File: src/rtl/exception_unit.sv
// Exception sequencer for the Elpis pipeline: picks the oldest faulting stage,
// flushes the pipeline, emits a one-cycle rm0..rm2 record and handles iret.
module exception_unit #(
  parameter logic [31:0] HANDLER_PC    = 32'h0000_2000,
  parameter int unsigned FLUSH_CYCLES  = 2,
  parameter int unsigned CODE_ILLEGAL  = 1,
  parameter int unsigned CODE_ITLB     = 2,
  parameter int unsigned CODE_DTLB     = 3,
  parameter int unsigned CODE_MISALIGN = 4,
  parameter int unsigned CODE_PRIV     = 5
) (
  input  logic        clk,
  input  logic        reset,
  input  logic        if_itlb_miss,
  input  logic [31:0] if_pc,
  input  logic        id_illegal,
  input  logic        id_priv_instr,
  input  logic [31:0] id_pc,
  input  logic        mem_dtlb_miss,
  input  logic        mem_misaligned,
  input  logic [31:0] mem_pc,
  input  logic [31:0] mem_addr,
  input  logic        psw_supervisor,
  input  logic        iret,
  input  logic [31:0] epc_in,
  output logic [31:0] out_rm0,
  output logic [31:0] out_rm1,
  output logic [31:0] out_rm2,
  output logic        flush,
  output logic        redirect_valid,
  output logic [31:0] redirect_pc,
  output logic        busy
);

  typedef enum logic [1:0] {IDLE, FLUSH, COMMIT, RET} state_t;

  state_t      state, state_n;
  logic [2:0]  cnt, cnt_n;
  logic [31:0] rec_rm0, rec_rm1, rec_rm2;
  logic [31:0] rec_rm0_n, rec_rm1_n, rec_rm2_n;
  logic [31:0] epc_q, epc_n;
  logic        req_priv, any_req;

  logic        flush_n, redirect_valid_n, busy_n;
  logic [31:0] redirect_pc_n, out_rm0_n, out_rm1_n, out_rm2_n;

  assign req_priv = id_priv_instr & ~psw_supervisor;
  assign any_req  = mem_misaligned | mem_dtlb_miss | req_priv | id_illegal | if_itlb_miss;

  // Next-state logic; requests and iret are only looked at in IDLE, and the
  // oldest pipeline stage wins when several fault together.
  always_comb begin
    state_n   = state;
    cnt_n     = cnt;
    rec_rm0_n = rec_rm0;
    rec_rm1_n = rec_rm1;
    rec_rm2_n = rec_rm2;
    epc_n     = epc_q;
    case (state)
      IDLE: begin
        if (any_req) begin
          state_n = FLUSH;
          cnt_n   = 3'(FLUSH_CYCLES);
          if (mem_misaligned) begin
            rec_rm0_n = mem_pc;
            rec_rm1_n = mem_addr;
            rec_rm2_n = 32'(CODE_MISALIGN);
          end else if (mem_dtlb_miss) begin
            rec_rm0_n = mem_pc;
            rec_rm1_n = mem_addr;
            rec_rm2_n = 32'(CODE_DTLB);
          end else if (req_priv) begin
            rec_rm0_n = id_pc;
            rec_rm1_n = 32'h0;
            rec_rm2_n = 32'(CODE_PRIV);
          end else if (id_illegal) begin
            rec_rm0_n = id_pc;
            rec_rm1_n = 32'h0;
            rec_rm2_n = 32'(CODE_ILLEGAL);
          end else begin
            rec_rm0_n = if_pc;
            rec_rm1_n = if_pc;
            rec_rm2_n = 32'(CODE_ITLB);
          end
        end else if (iret) begin
          state_n = RET;
          epc_n   = epc_in;
        end
      end
      FLUSH: begin
        cnt_n = cnt - 3'd1;
        if (cnt <= 3'd1) state_n = COMMIT;
      end
      COMMIT:  state_n = IDLE;
      RET:     state_n = IDLE;
      default: state_n = IDLE;
    endcase
  end

  // Outputs are decoded from the upcoming state so they can be registered and
  // line up exactly with the state they describe.
  always_comb begin
    flush_n          = (state_n != IDLE);
    busy_n           = (state_n != IDLE);
    redirect_valid_n = (state_n == COMMIT) || (state_n == RET);
    redirect_pc_n    = 32'h0;
    out_rm0_n        = 32'h0;
    out_rm1_n        = 32'h0;
    out_rm2_n        = 32'h0;
    if (state_n == COMMIT) begin
      redirect_pc_n = HANDLER_PC;
      out_rm0_n     = rec_rm0_n;
      out_rm1_n     = rec_rm1_n;
      out_rm2_n     = rec_rm2_n;
    end else if (state_n == RET) begin
      redirect_pc_n = epc_n;
    end
  end

  always_ff @(posedge clk) begin
    if (reset) begin
      state          <= IDLE;
      cnt            <= 3'd0;
      rec_rm0        <= 32'h0;
      rec_rm1        <= 32'h0;
      rec_rm2        <= 32'h0;
      epc_q          <= 32'h0;
      flush          <= 1'b0;
      busy           <= 1'b0;
      redirect_valid <= 1'b0;
      redirect_pc    <= 32'h0;
      out_rm0        <= 32'h0;
      out_rm1        <= 32'h0;
      out_rm2        <= 32'h0;
    end else begin
      state          <= state_n;
      cnt            <= cnt_n;
      rec_rm0        <= rec_rm0_n;
      rec_rm1        <= rec_rm1_n;
      rec_rm2        <= rec_rm2_n;
      epc_q          <= epc_n;
      flush          <= flush_n;
      busy           <= busy_n;
      redirect_valid <= redirect_valid_n;
      redirect_pc    <= redirect_pc_n;
      out_rm0        <= out_rm0_n;
      out_rm1        <= out_rm1_n;
      out_rm2        <= out_rm2_n;
    end
  end

endmodule

File: config.mk
export PLATFORM = sky130hd
export DESIGN_NAME = exception_unit
export DESIGN_NICKNAME = d
export VERILOG_FILES = /design/src/rtl/exception_unit.sv
export SDC_FILE = /design/constraint.sdc
export NUM_CORES = 1
export LEC_CHECK = 0
export ABC_AREA = 1
export CAP_MARGIN = 25
export CELL_PAD_IN_SITES_DETAIL_PLACEMENT = 1
export CELL_PAD_IN_SITES_GLOBAL_PLACEMENT = 1
export CORE_UTILIZATION = 33
export DETAILED_ROUTE_END_ITERATION = 7
export PLACE_DENSITY = 0.88
export SYNTH_ARGS = -nofsm -noshare
export SYNTH_HDL_FRONTEND = slang
export SYNTH_SLANG_ARGS = --single-unit
File: constraint.sdc
create_clock -name clk -period 1.8 [get_ports clk]
set_clock_uncertainty 0.05 [all_clocks]
set_input_delay 0.18 -clock clk [delete_from_list [all_inputs] [get_ports clk]]
set_output_delay 0.18 -clock clk [all_outputs]
set_load 0.01 [all_outputs]
# Word level (Yosys, flattened, before mapping)
# Cells that the tools add are included.
# word_totals
reg_bits	263
word_cells	66
out_inout_bits	131
in_bits	169
# op_classes
order_cmp	1
n_eq_ne	6
bitwise	8
add_sub_neg	1
n_mux	29
n_reduce_logical	8
# ops
cell	n
2-to-1 mux 32 bit	17
2-to-1 mux 14 bit	2
2-to-1 mux 3 bit	4
== test 2 bit, second input constant	4
2-to-1 mux 2 bit	4
case mux 2 bit (3 select lines)	1
case mux 3 bit (2 select lines)	1
bitwise OR 1 bit	4
nonzero test 2 bit	2
OR reduction 2 bit	2
<= comparator 3 x 1 -> 1 bit, second input constant	1
inverter 1 bit	3
OR reduction 3 bit	1
subtractor 3 x 1 -> 3 bit, second input constant	1
== test 2 x 1 -> 1 bit, second input constant	1
zero test 2 bit	1
inequality test 2 bit, second input constant	1
AND reduction 2 bit	1
bitwise AND 1 bit	1
logical OR 1 bit	1

# Logic depth before layout (Yosys ltp)
# Gate-level depths: netlist (run 1).
# logic_depth
ltp_word	10
depth_mapped	10
mapped_depth_nobuf	8

# Worst setup path after synthesis (run 1)
# No wires, ideal clock.
# synth_path
path_type	flip-flop to flip-flop
from	register cnt[1]
to	register out_rm2[0]
required_time_ns	1.629
t_arrival_ns	1.271
stages_incl_launch_ff	8
setup_ns	0.121
synth_period_minus_slack_ns	1.442
n_path_buf	2
path_slack_ns	0.358
path_cell_list	dfxtp_1 -> inv_1 -> ha_1 -> o21bai_1 -> nand4_1 -> buf_2 -> buf_6 -> nor2_1
# synth_between
elab_chain_len	6
# synth_lines
item	line	source
start, declared	38	logic [2:0] cnt, cnt_n;
start signal, assigned	137	cnt <= cnt_n;
<= comparator 3 x 1 -> 1 bit	92	if (cnt <= 3'd1) state_n = COMMIT;
2-to-1 mux 2 bit	92	
case mux 2 bit (3 select lines)	59	case (state)
== test 2 bit	110	if (state_n == COMMIT) begin
inverter 1 bit (no source line)	--	
OR reduction 2 bit (no source line)	--	
end signal, assigned	148	out_rm2 <= out_rm2_n;
end, declared	28	output logic [31:0] out_rm2,
# Every way passes these cells.
# A chain may end at the register's enable or synchronous reset.

# Final worst setup path (run 1)
# layout_path
from	register out_rm1[31]
to	output port out_rm1[31]
# layout_rtl
item	line	source
start, declared	27	output logic [31:0] out_rm1,
start signal, assigned	147	out_rm1 <= out_rm1_n;
# No word-level cell between the ends.

==> flow_metrics.py, run 1 <==
metrics = {
    "detailed_routing": {
        "drtIter0Drc": 283,
        "drtAntennaViolNets": 0,
        "wl_per_cell_um": 16.15,
        "via_count": 8959,
        "drc": 0,
        "wl_um": 31530,
        "drtPass1Iterations": 4,
        "viasPerCell": 4.590,
    },
    "synthesis": {
        "synth_ff_type": "dfxtp_1",
        "synth_area_per_cell_um2": 7.554,
        "synth_compound_area_share_pct": 4.427,
        "synthTopCellsByArea": "dfxtp_1 55%, nor2_1 10%, nand2_1 8.2%",
        "synth_top_cell_by_area": "dfxtp_1",
        "synth_edf_count": 0,
        "synthTopCellsByCount": "263 x nor2_1, 262 x dfxtp_1, 208 x nand2_1, 201 x inv_1, 101 x nand3_1",
        "yosys.area_share.simple_pct": 27.66,
        "syn-num-nets": 1432,
        "synth.area.mux_share_pct": 0,
        "synthAdderAreaFrac_pct": 0.2627,
        "yosysSeqAreaShare_pct": 55.06,
        "synth_cells": 1261,
        "synth_xor_xnor_area_share_pct": 0,
        "yosysMostFrequentCell": "nor2_1",
        "syn_area_um2": 9525,
        "synth_top_family_by_area": "simple AND/OR/NAND/NOR gates",
        "async_flop_share_pct": 0,
        "synth_top_area_share_pct": 55.06,
        "yosysWarnings": 0,
        "ys_seq_elements": 262,
        "synth_cell_types": 27,
    },
    "setup_path": {
        "worstReg2RegStart": "state[1]$_SDFF_PP0_",
        "reg2reg_depth": 6,
        "path_max_fanout": 1,
        "critical_path.top_delay_family": "buffers and inverters",
        "crit_buf_inv": 1,
        "cpPeakStageDelay_ns": 0.62,
        "end_kind": "primary output",
        "crit_chain": "clkdlybuf4s50_1",
        "startpoint_type": "flip-flop",
        "required_ns": 1.57,
        "cp_slowest_cell": "clkdlybuf4s50_1",
        "path_class": "reg2out",
        "rr_endpoint": "epc_q[12]$_SDFF_PP0_",
        "crit_arrival_ns": 1.47,
        "rrSetupSlack_ns": 0.16,
    },
    "hold_path": {
        "min_path_type": "in2reg",
        "whs_path_depth": 3,
        "hold_end": "redirect_pc[13]$_SDFF_PP0_",
        "min_from": "epc_in[13]",
    },
    "clocking": {
        "cts_made_buffers": 28,
        "cts.sinks": 262,
        "cts_max_level": 1,
        "clk_path_buf_depth": 3,
        "clk_latency_ns": 0.53,
        "cts-root-buf": "clkbuf_16",
        "cts_tree": "yes",
        "path_clk_slew_ns": 0.06,
    },
    "floorplan": {
        "initial_core_util_pct": 33.91,
        "fp-row-count": 61,
        "die_w_um": 171.9,
        "core_area_um2": 28090,
        "num_io_pins": 300,
        "fp.dieH_um": 171.9,
        "fp.dieArea_um2": 29550,
    },
    "timing": {
        "worst_slew_pin_slew_ns": 0.6996,
        "setup_violations": 0,
        "drv_slew": 0,
        "relSlewSlack_pct": 53.36,
        "fmax_mhz": 589.7,
        "min_period_ns": 1.696,
        "worst_slack_ns": 0.1042,
        "whs_ns": 0.2139,
        "rsz0062_at_grt": "no",
        "fin_crit_sh_pct": 94.21,
        "tns_ns": 0,
        "final_hold_viol_count": 0,
    },
    "layout": {
        "fin_nets": 1723,
        "fin_area_um2": 14060,
        "instances_no_fill": 1952,
        "final_core_util_pct": 50.05,
        "syn_to_final_growth_pct": 47.58,
        "drive_gt1_share_pct": 6.675,
    },
    "global_route": {
        "antenna_found_initial": 1,
        "grt_pass1_wl_um": 48670,
        "gr-usage-all-layers_pct": 21.10,
        "grt_pass1_vias": 9556,
        "gr-total-overflow": 0,
        "grt_start_max_net_pins": 133,
    },
    "pwr": {
        "peakVddDrop_mv": 0.6385,
        "combPwrFrac_pct": 17.0,
        "power_frac_seq_pct": 41.5,
        "p_total_mw": 15.23,
        "p_leak_nw": 6.157,
        "switchingPower_mw": 3.991,
        "p_sw_share_pct": 26.20,
        "clock_power_share_pct": 41.5,
        "internal_power_mw": 11.24,
        "powerDensity_nw_per_um2": 1083,
    },
    "place": {
        "pre_cts_ws_ns": -0.1630,
        "dpl.hpwl_um": 21620,
        "placed_area_um2": 13000,
        "port_buffers": 299,
        "dp_cells": 1898,
        "gp_congestion": 0.8346,
    },
    "job": {
        "maxCapViolations": 0,
    },
    "status": {
        "status": "complete, no violations",
    },
}
[per-layer routing]
metal | up-vias | part of all wire (%) | global-route usage (%)
li1 | 4373 | - | -
met1 | 4236 | 38 | 21.92
met2 | 280 | 50 | 39.83
met3 | 70 | 7.6 | 5.676
met4 | 0 | 3.7 | 8.388
met5 | - | 0 | 0
[cell usage in the layout (no fill, tap or decap), types with 2 or more instances in the layout]
master           count
nor2_4               3
inv_2                2
clkbuf_16           29
nand3_1            101
clkinvlp_4           4
ha_1                 2
o21ai_0              5
nand2_2              3
clkinv_2             5
buf_4               25
nor2_2               3
bufinv_16            5
clkbuf_8             7
nor2_1             262
clkdlybuf4s50_1    298
nor3_1              56
dfxtp_1            261
buf_12              13
a21oi_1             40
o21ai_1             30
nand2_1            207
inv_1              201
[layout make-up]
class,instances,area (um2)
fillers,3355,14030
multi-input cells,720,3097
clock inverters,15,214.0
repair buffers,337,3441
well taps,378,473.0
diodes,1,2.502
flip-flops and latches,262,5246
inverters,203,762.0
clock buffers,36,822.0
[registers in the layout, summed over array words and instances (netlist names)]
signal / flops
epc_q: 31
state: 2
cnt: 3
out_rm1: 32
redirect_valid: 1
out_rm0: 32
redirect_pc: 32
rec_rm2: 32
rec_rm1: 32
rec_rm0: 32
out_rm2: 32
busy: 1
[repair_timing]
| action | CTS | global route |
|---|---|---|
| pin swaps | 0 | 1 |
| buffers inserted | 0 | 1 |
| gates cloned | 0 | 0 |
| endpoints found under the setup margin | 1 | 11 |
| hold buffers | 1 | 0 |
| endpoints found under the hold margin | 3 | 0 |
| resized for setup | 1 | 0 |
[cell families after synthesis]
logic type      after synthesis
compound gates               80
flops                       262
fa+ha+maj                     2
simple gates                638
buf+inv                     279
[power groups by stage]
stage          logic, mW  registers, mW  clock network [mW]
4_1_cts             2.63           6.33                6.46
3_5_place_dp        2.58           6.45                   0
6_report            2.60           6.32                6.31
5_1_grt             2.90           6.36                6.69
3_3_place_gp        2.47           6.43                   0
2_1_floorplan       1.42           6.46                   0
[worst max path at each step]
stage,startpoint,slack [ns],cells after the start,end
2_1_floorplan,cnt[1]$_SDFFE_PP0P_,0.36,7,out_rm2[0]$_SDFF_PP0_
3_3_place_gp,mem_dtlb_miss,-0.15,10,busy$_SDFF_PP0_
3_5_place_dp,mem_dtlb_miss,-0.16,10,rec_rm0[6]$_SDFF_PP0_
4_1_cts,cnt[0]$_SDFFE_PP0P_,0.06,5,out_rm2[26]$_SDFF_PP0_
5_1_grt,out_rm0[1]$_SDFF_PP0_,0.04,1,out_rm0[1]
6_report,out_rm1[31]$_SDFF_PP0_,0.10,1,out_rm1[31]
[worst reg2reg max path, stage by stage (launching register included)]
cell	delay, ns
dfxtp_1	0.35
nor2_2	0.17
nand2_1	0.12
nand3b_4	0.22
buf_12	0.20
o21ai_1	0.31
nor2_1	0.09
No activity file was read; power rests on OpenSTA's default activity.
==> inputs of run 2 (changes only) <==
--- a/config.mk
+++ b/config.mk
@@ -5,13 +5,12 @@
 export SDC_FILE = /design/constraint.sdc
 export NUM_CORES = 1
 export LEC_CHECK = 0
-export ABC_AREA = 1
 export CAP_MARGIN = 25
 export CELL_PAD_IN_SITES_DETAIL_PLACEMENT = 1
 export CELL_PAD_IN_SITES_GLOBAL_PLACEMENT = 1
-export CORE_UTILIZATION = 33
+export CORE_UTILIZATION = 29
 export DETAILED_ROUTE_END_ITERATION = 7
-export PLACE_DENSITY = 0.88
+export PLACE_DENSITY = 0.83
 export SYNTH_ARGS = -nofsm -noshare
 export SYNTH_HDL_FRONTEND = slang
 export SYNTH_SLANG_ARGS = --single-unit
==> constraint.sdc (replaced) <==
create_clock -name clk -period 1.4 [get_ports clk]
set_clock_uncertainty 0.05 [all_clocks]
set_input_delay 0.14 -clock clk [delete_from_list [all_inputs] [get_ports clk]]
set_output_delay 0.14 -clock clk [all_outputs]
set_load 0.01 [all_outputs]
==> run 2 against run 1 <==
  * Worst hold slack worse by 0.15 ns
  * Final cell count is 22% lower
  * Sequential cell count is 30 lower
  * The run now ends with negative setup slack left
  * Clock power is 8.7% higher
==> flow_metrics.py, run 2 <==
metrics = {
    "synthesis": {
        "synthTopCellsByCount": "232 x dfxtp_1, 104 x nor2_1, 90 x and2_1, 68 x a21oi_1, 61 x clkbuf_1",
        "synthTopCellsByArea": "dfxtp_1 58%, and2_1 7.0%, nor2_1 4.9%",
        "synth_ff_type": "dfxtp_1",
        "synth_cells": 839,
        "async_flop_share_pct": 0,
        "ys_seq_elements": 232,
        "synth_area_per_cell_um2": 9.543,
        "syn_area_um2": 8006,
        "synth_cell_types": 38,
        "syn-num-nets": 1010,
        "yosysSeqAreaShare_pct": 58.01,
        "synth_top_cell_by_area": "dfxtp_1",
        "yosysWarnings": 0,
        "synth_edf_count": 0,
        "yosysMostFrequentCell": "dfxtp_1",
        "synth_top_area_share_pct": 58.01,
    },
    "timing": {
        "relSlewSlack_pct": 74.87,
        "worst_slack_ns": -0.2908,
        "whs_ns": 0.05970,
        "fmax_mhz": 591.4,
        "worst_slew_pin_slew_ns": 0.3770,
        "rsz0062_at_grt": "yes",
        "min_period_ns": 1.691,
        "fin_crit_sh_pct": 120.8,
        "setup_violations": 222,
        "drv_slew": 0,
        "final_hold_viol_count": 0,
    },
    "clocking": {
        "clk_latency_ns": 0.53,
        "clk_path_buf_depth": 3,
        "cts_made_buffers": 25,
        "cts.sinks": 232,
        "path_clk_slew_ns": 0.06,
        "cts_tree": "yes",
        "holdBufCountCts": 0,
        "cts_max_level": 1,
        "cts-root-buf": "clkbuf_16",
    },
    "layout": {
        "layout_common_cells": "229 x dfxtp_1, 162 x clkdlybuf4s50_1, 134 x dlygate4sd2_1",
        "fin_nets": 1327,
        "regArea_um2": 4648,
        "final_common_cell": "dfxtp_1",
        "multi_input_area_um2": 3244,
        "final_core_util_pct": 47.28,
        "fill_cells": 3016,
        "syn_to_final_growth_pct": 59.59,
        "drive_gt1_share_pct": 13.74,
        "fin_area_um2": 12780,
    },
    "detailed_routing": {
        "viasPerCell": 4.885,
        "wl_um": 28980,
        "drc": 0,
        "drtAntennaViolNets": 0,
        "wl_per_cell_um": 19.13,
        "drtPass1Iterations": 4,
        "drtIter0Drc": 310,
        "via_count": 7401,
    },
    "setup_path": {
        "path_class": "reg2reg",
        "cp_slowest_cell": "or4_4",
        "path_max_fanout": 8,
        "crit_arrival_ns": 2.10,
        "required_ns": 1.81,
        "startpoint_type": "flip-flop",
        "crit_chain": "or2_4, or4_4, nor2_8, clkbuf_16, and2_4",
        "cpPeakStageDelay_ns": 0.46,
        "critical_path.top_delay_family": "simple AND/OR/NAND/NOR gates",
        "crit_buf_inv": 1,
        "end_kind": "flip-flop",
    },
    "floorplan": {
        "fp.dieArea_um2": 28280,
        "num_io_pins": 300,
        "core_area_um2": 27030,
        "fp.dieH_um": 168.2,
        "die_w_um": 168.2,
        "fp-row-count": 60,
        "initial_core_util_pct": 29.63,
    },
    "pwr": {
        "powerDensity_nw_per_um2": 1374,
        "peakVddDrop_mv": 0.8944,
        "p_leak_nw": 5.655,
    },
    "place": {
        "placed_area_um2": 11780,
        "dpl.hpwl_um": 20240,
        "port_buffers": 299,
        "pre_cts_ws_ns": -0.8086,
        "gp_congestion": 0.8367,
    },
    "job": {
        "maxCapViolations": 0,
    },
    "global_route": {
        "grt_start_max_net_pins": 61,
        "grt_pass1_vias": 7737,
        "gr-total-overflow": 0,
        "grt_pass1_wl_um": 43600,
        "gr-usage-all-layers_pct": 19.86,
        "antenna_found_initial": 4,
    },
    "hold_path": {
        "min_path_type": "in2reg",
    },
    "status": {
        "violations": "negative setup slack",
        "status": "complete, but fails checks",
    },
}
==> run 2: stage by stage <==
step / instances / setup TNS [ns] / power, mW
floorplan: 839 / -16.35 / 9.116
finish: 1515 / -29.91 / 17.56
CTS: 1513 / -31.41 / 17.71
global placement: 1463 / -132.72 / 10.63
detailed placement: 1463 / -140.47 / 10.75
global route: 1514 / -42.51 / 18.33
==> run 2: cell families after synthesis <==
kind of cell               Yosys count  share of synthesized area (%)
and+or+nand+nor                    315                          20.14
DFF                                232                          58.01
AOI/OAI and AO/OA                  208                          16.94
buffers and inverters               79                          4.219
muxes                                2                         0.2657
adders and majority gates            2                         0.3125
xor gates and xnor gates             1                         0.1094
==> run 2: repair_timing <==
item                                    4_1_cts  5_1_grt
cloned                                        4        0
pin swaps                                     5       10
buffers inserted                              3        0
resized for setup                           158       21
endpoints found under the setup margin      363      233
==> run 2: worst paths after layout <==
path                         startpoint                         end  slack [ns]  depth (start not counted)
hold / removal                    reset      rec_rm0[27]$_SDFF_PP0_        0.06                          3
hold reg to reg   rec_rm2[3]$_SDFF_PP0_       out_rm2[3]$_SDFF_PP0_        0.39                          1
setup / recovery    state[1]$_SDFF_PP0_  redirect_pc[24]$_SDFF_PP0_       -0.29                          5
setup reg to reg    state[1]$_SDFF_PP0_  redirect_pc[24]$_SDFF_PP0_       -0.29                          5
==> run 2: final cells by class <==
type | count | share of cell area (%)
Sequential cell | 232 | 36.38
Timing Repair Buffer | 366 | 28.09
Multi-Input combinational cell | 528 | 25.39
Clock buffer | 34 | 5.474
Tap cell | 341 | 3.339
Clock inverter | 9 | 1.195
Inverter | 3 | 0.08813
Antenna cell | 2 | 0.03917
==> run 2: power by group <==
part / internal, mW / switching, mW / total [mW]
logic: 1.57 / 1.82 / 3.39
registers: 7.14 / 0.166 / 7.30
clock network: 4.22 / 2.65 / 6.86
total: 12.9 / 4.63 / 17.6
==> run 2: worst reg2reg max path, cell delays in order (launching register included) <==
cell and delay, ns:
dfxtp_2 0.34, or2_4 0.25, or4_4 0.46, nor2_8 0.20, clkbuf_16 0.20, and2_4 0.13
==> run 2: routing by layer <==
metal	routed length, um	track usage [%]	vias up	part of all wire, %
met5	27	0	-	0.093
li1	-	-	3519	-
met2	14260	35.29	248	49
met4	701	5.692	4	2.4
met1	12130	23.58	3574	42
met3	1866	5.031	56	6.4
==> inputs of run 3 (changes only) <==
--- a/config.mk
+++ b/config.mk
@@ -8,9 +8,11 @@
 export CAP_MARGIN = 25
 export CELL_PAD_IN_SITES_DETAIL_PLACEMENT = 1
 export CELL_PAD_IN_SITES_GLOBAL_PLACEMENT = 1
+export CORE_MARGIN = 4
 export CORE_UTILIZATION = 29
 export DETAILED_ROUTE_END_ITERATION = 7
 export PLACE_DENSITY = 0.83
 export SYNTH_ARGS = -nofsm -noshare
 export SYNTH_HDL_FRONTEND = slang
 export SYNTH_SLANG_ARGS = --single-unit
+export TNS_END_PERCENT = 20
==> run 3 against run 2 <==
  * Setup slack lost 0.082 ns
  * Total power rose by 9.3%
  * Non-clock buffer count is 21 higher
  * Worst hold slack gained 0.022 ns
  * First-iteration DRC count increased by 16%
  * Count of clock-buffer cells in the layout rose by 2
  * Utilization grew 3.2 points
  * The run still ends with negative setup slack left
  * Final area up 6.7%
  * Sequential share of layout area down 2.2 points
  * Combinational power is 28% higher
  * Largest power group is now the clock network
  * Critical endpoint is now rec_rm2[15]$_SDFF_PP0_
==> flow_metrics.py, run 3 (synthesis results as in run 2) <==
metrics = {
    "job": {
        "maxCapViolations": 0,
    },
    "floorplan": {
        "num_io_pins": 300,
        "die_w_um": 174.2,
        "initial_core_util_pct": 29.63,
        "fp.dieH_um": 174.2,
        "fp-row-count": 60,
        "core_area_um2": 27030,
        "fp.dieArea_um2": 30330,
    },
    "timing": {
        "min_period_ns": 1.773,
        "relSlewSlack_pct": 65.76,
        "setup_violations": 200,
        "worst_slack_ns": -0.3729,
        "fin_crit_sh_pct": 126.6,
        "worst_slew_pin_slew_ns": 0.5108,
        "fmax_mhz": 564.0,
        "rsz0062_at_grt": "yes",
        "drv_slew": 0,
        "final_hold_viol_count": 0,
    },
    "status": {
        "violations": "negative setup slack",
        "status": "complete, but fails checks",
    },
    "global_route": {
        "gr-usage-all-layers_pct": 20.93,
        "grt_pass1_wl_um": 50400,
        "antenna_found_initial": 10,
        "grt_start_max_net_pins": 52,
        "gr-total-overflow": 0,
        "grt_pass1_vias": 8364,
    },
    "layout": {
        "instances_no_fill": 1546,
        "syn_to_final_growth_pct": 70.35,
        "drive_gt1_share_pct": 22.22,
        "multi_input_area_um2": 3560,
        "fill_cells": 2934,
        "regArea_um2": 4657,
        "final_common_cell": "dfxtp_1",
        "layout_common_cells": "228 x dfxtp_1, 160 x clkdlybuf4s50_1, 132 x dlygate4sd2_1",
        "fin_nets": 1350,
    },
    "detailed_routing": {
        "viasPerCell": 5.028,
        "drtIter0Drc": 361,
        "wl_um": 33740,
        "wl_per_cell_um": 21.83,
        "via_count": 7773,
        "drtAntennaViolNets": 0,
        "drc": 0,
        "drtPass1Iterations": 5,
    },
    "place": {
        "dp_cells": 1456,
        "gp_congestion": 0.9088,
        "pre_cts_ws_ns": -1.062,
        "dpl.hpwl_um": 21700,
        "port_buffers": 299,
    },
    "setup_path": {
        "rrSetupSlack_ns": -0.37,
        "crit_start": "state[1]$_SDFF_PP0_",
        "cp_common_cell": "buf_6",
        "crit_arrival_ns": 2.14,
        "path_max_fanout": 7,
        "end_kind": "flip-flop",
        "worstReg2RegStart": "state[1]$_SDFF_PP0_",
        "startpoint_type": "flip-flop",
        "cp_slowest_cell": "dfxtp_4",
        "path_class": "reg2reg",
        "required_ns": 1.77,
        "cpPeakStageDelay_ns": 0.36,
        "crit_chain": "buf_4, nor2_4, buf_6, o41a_1, buf_6, nor2_4, buf_6, buf_16, and2_1",
        "crit_buf_inv": 5,
        "critical_path.top_delay_family": "buffers and inverters",
    },
    "clocking": {
        "cts_max_level": 1,
        "path_clk_slew_ns": 0.06,
        "cts-root-buf": "clkbuf_16",
        "cts.sinks": 232,
        "clk_path_buf_depth": 3,
        "cts_made_buffers": 27,
        "cts_tree": "yes",
        "clk_latency_ns": 0.53,
    },
    "pwr": {
        "powerDensity_nw_per_um2": 1408,
        "peakVddDrop_mv": 0.8006,
        "p_leak_nw": 5.941,
    },
    "hold_path": {
        "min_path_type": "in2reg",
        "min_from": "reset",
    },
}
[run 3: changes by cell type in the layout (fill, tap and decap cells not counted), sizes merged, moves of 3 or more]
cell,delta
clkdlybuf4s15,+3
diode,+6
buf,+20
clkbuf,+3
[run 3: stage by stage]
stage | hold slack (ns) | setup TNS (ns) | utilization [%] | cell area (um2) | power, mW
2_1_floorplan | 0.2117 | -30.20 | - | 8087 | 9.069
3_3_place_gp | 0.3826 | -183.53 | 43.33 | 11710 | 10.74
3_5_place_dp | 0.3851 | -189.92 | 43.37 | 11720 | 10.85
4_1_cts | 0.05559 | -35.55 | 49.21 | 13300 | 18.95
5_1_grt | 0.08884 | -60.05 | 50.47 | 13640 | 19.98
6_report | 0.08156 | -50.14 | 50.47 | 13640 | 19.20
[run 3: final cells by class]
class,count,area share (%)
sequential,232,34.14
timing repair buffer,387,29.46
multi-input combinational,528,26.10
clock buffer,36,5.568
tap,341,3.128
clock inverter,11,1.358
antenna,8,0.1468
inverter,3,0.1009
[run 3: timing repair]
action                     in CTS  in global routing
resized for setup             246                 74
setup endpoints to repair     363                232
hold buffers                    0                  0
gates cloned                    9                  2
pin swaps                      22                 22
setup buffers                  22                  4
[run 3: layer usage]
layer / track usage (%) / vias up / part of all wire (%)
li1: - / 3578 / -
met5: 0 / - / 0.056
met4: 8.380 / 4 / 3.8
met1: 25.50 / 3809 / 41
met2: 35.99 / 308 / 49
met3: 4.589 / 74 / 5.9
[run 3: worst reg2reg max path, delay by kind of cell (launching register included)]
family / cells / cell delay (ns)
AOI/OAI and AO/OA: 1 / 0.20
DFF: 1 / 0.36
and+or+nand+nor: 3 / 0.36
buffers and inverters: 5 / 0.68
[run 3: final timing paths]
kind / endpoint / cells after the start
max: rec_rm2[15]$_SDFF_PP0_ / 9
min: rec_rm2[0]$_SDFF_PP0_ / 3
max reg2reg: rec_rm2[15]$_SDFF_PP0_ / 9
min reg2reg: rec_rm2[12]$_SDFF_PP0_ / 1
[run 3: power by group]
group          switching [mW]  leakage (nW)  internal [mW]
Combinational            2.20          3.59           2.14
Clock                    2.81         0.460           4.70
Sequential              0.211          1.89           7.14
Total                    5.22          5.94           14.0
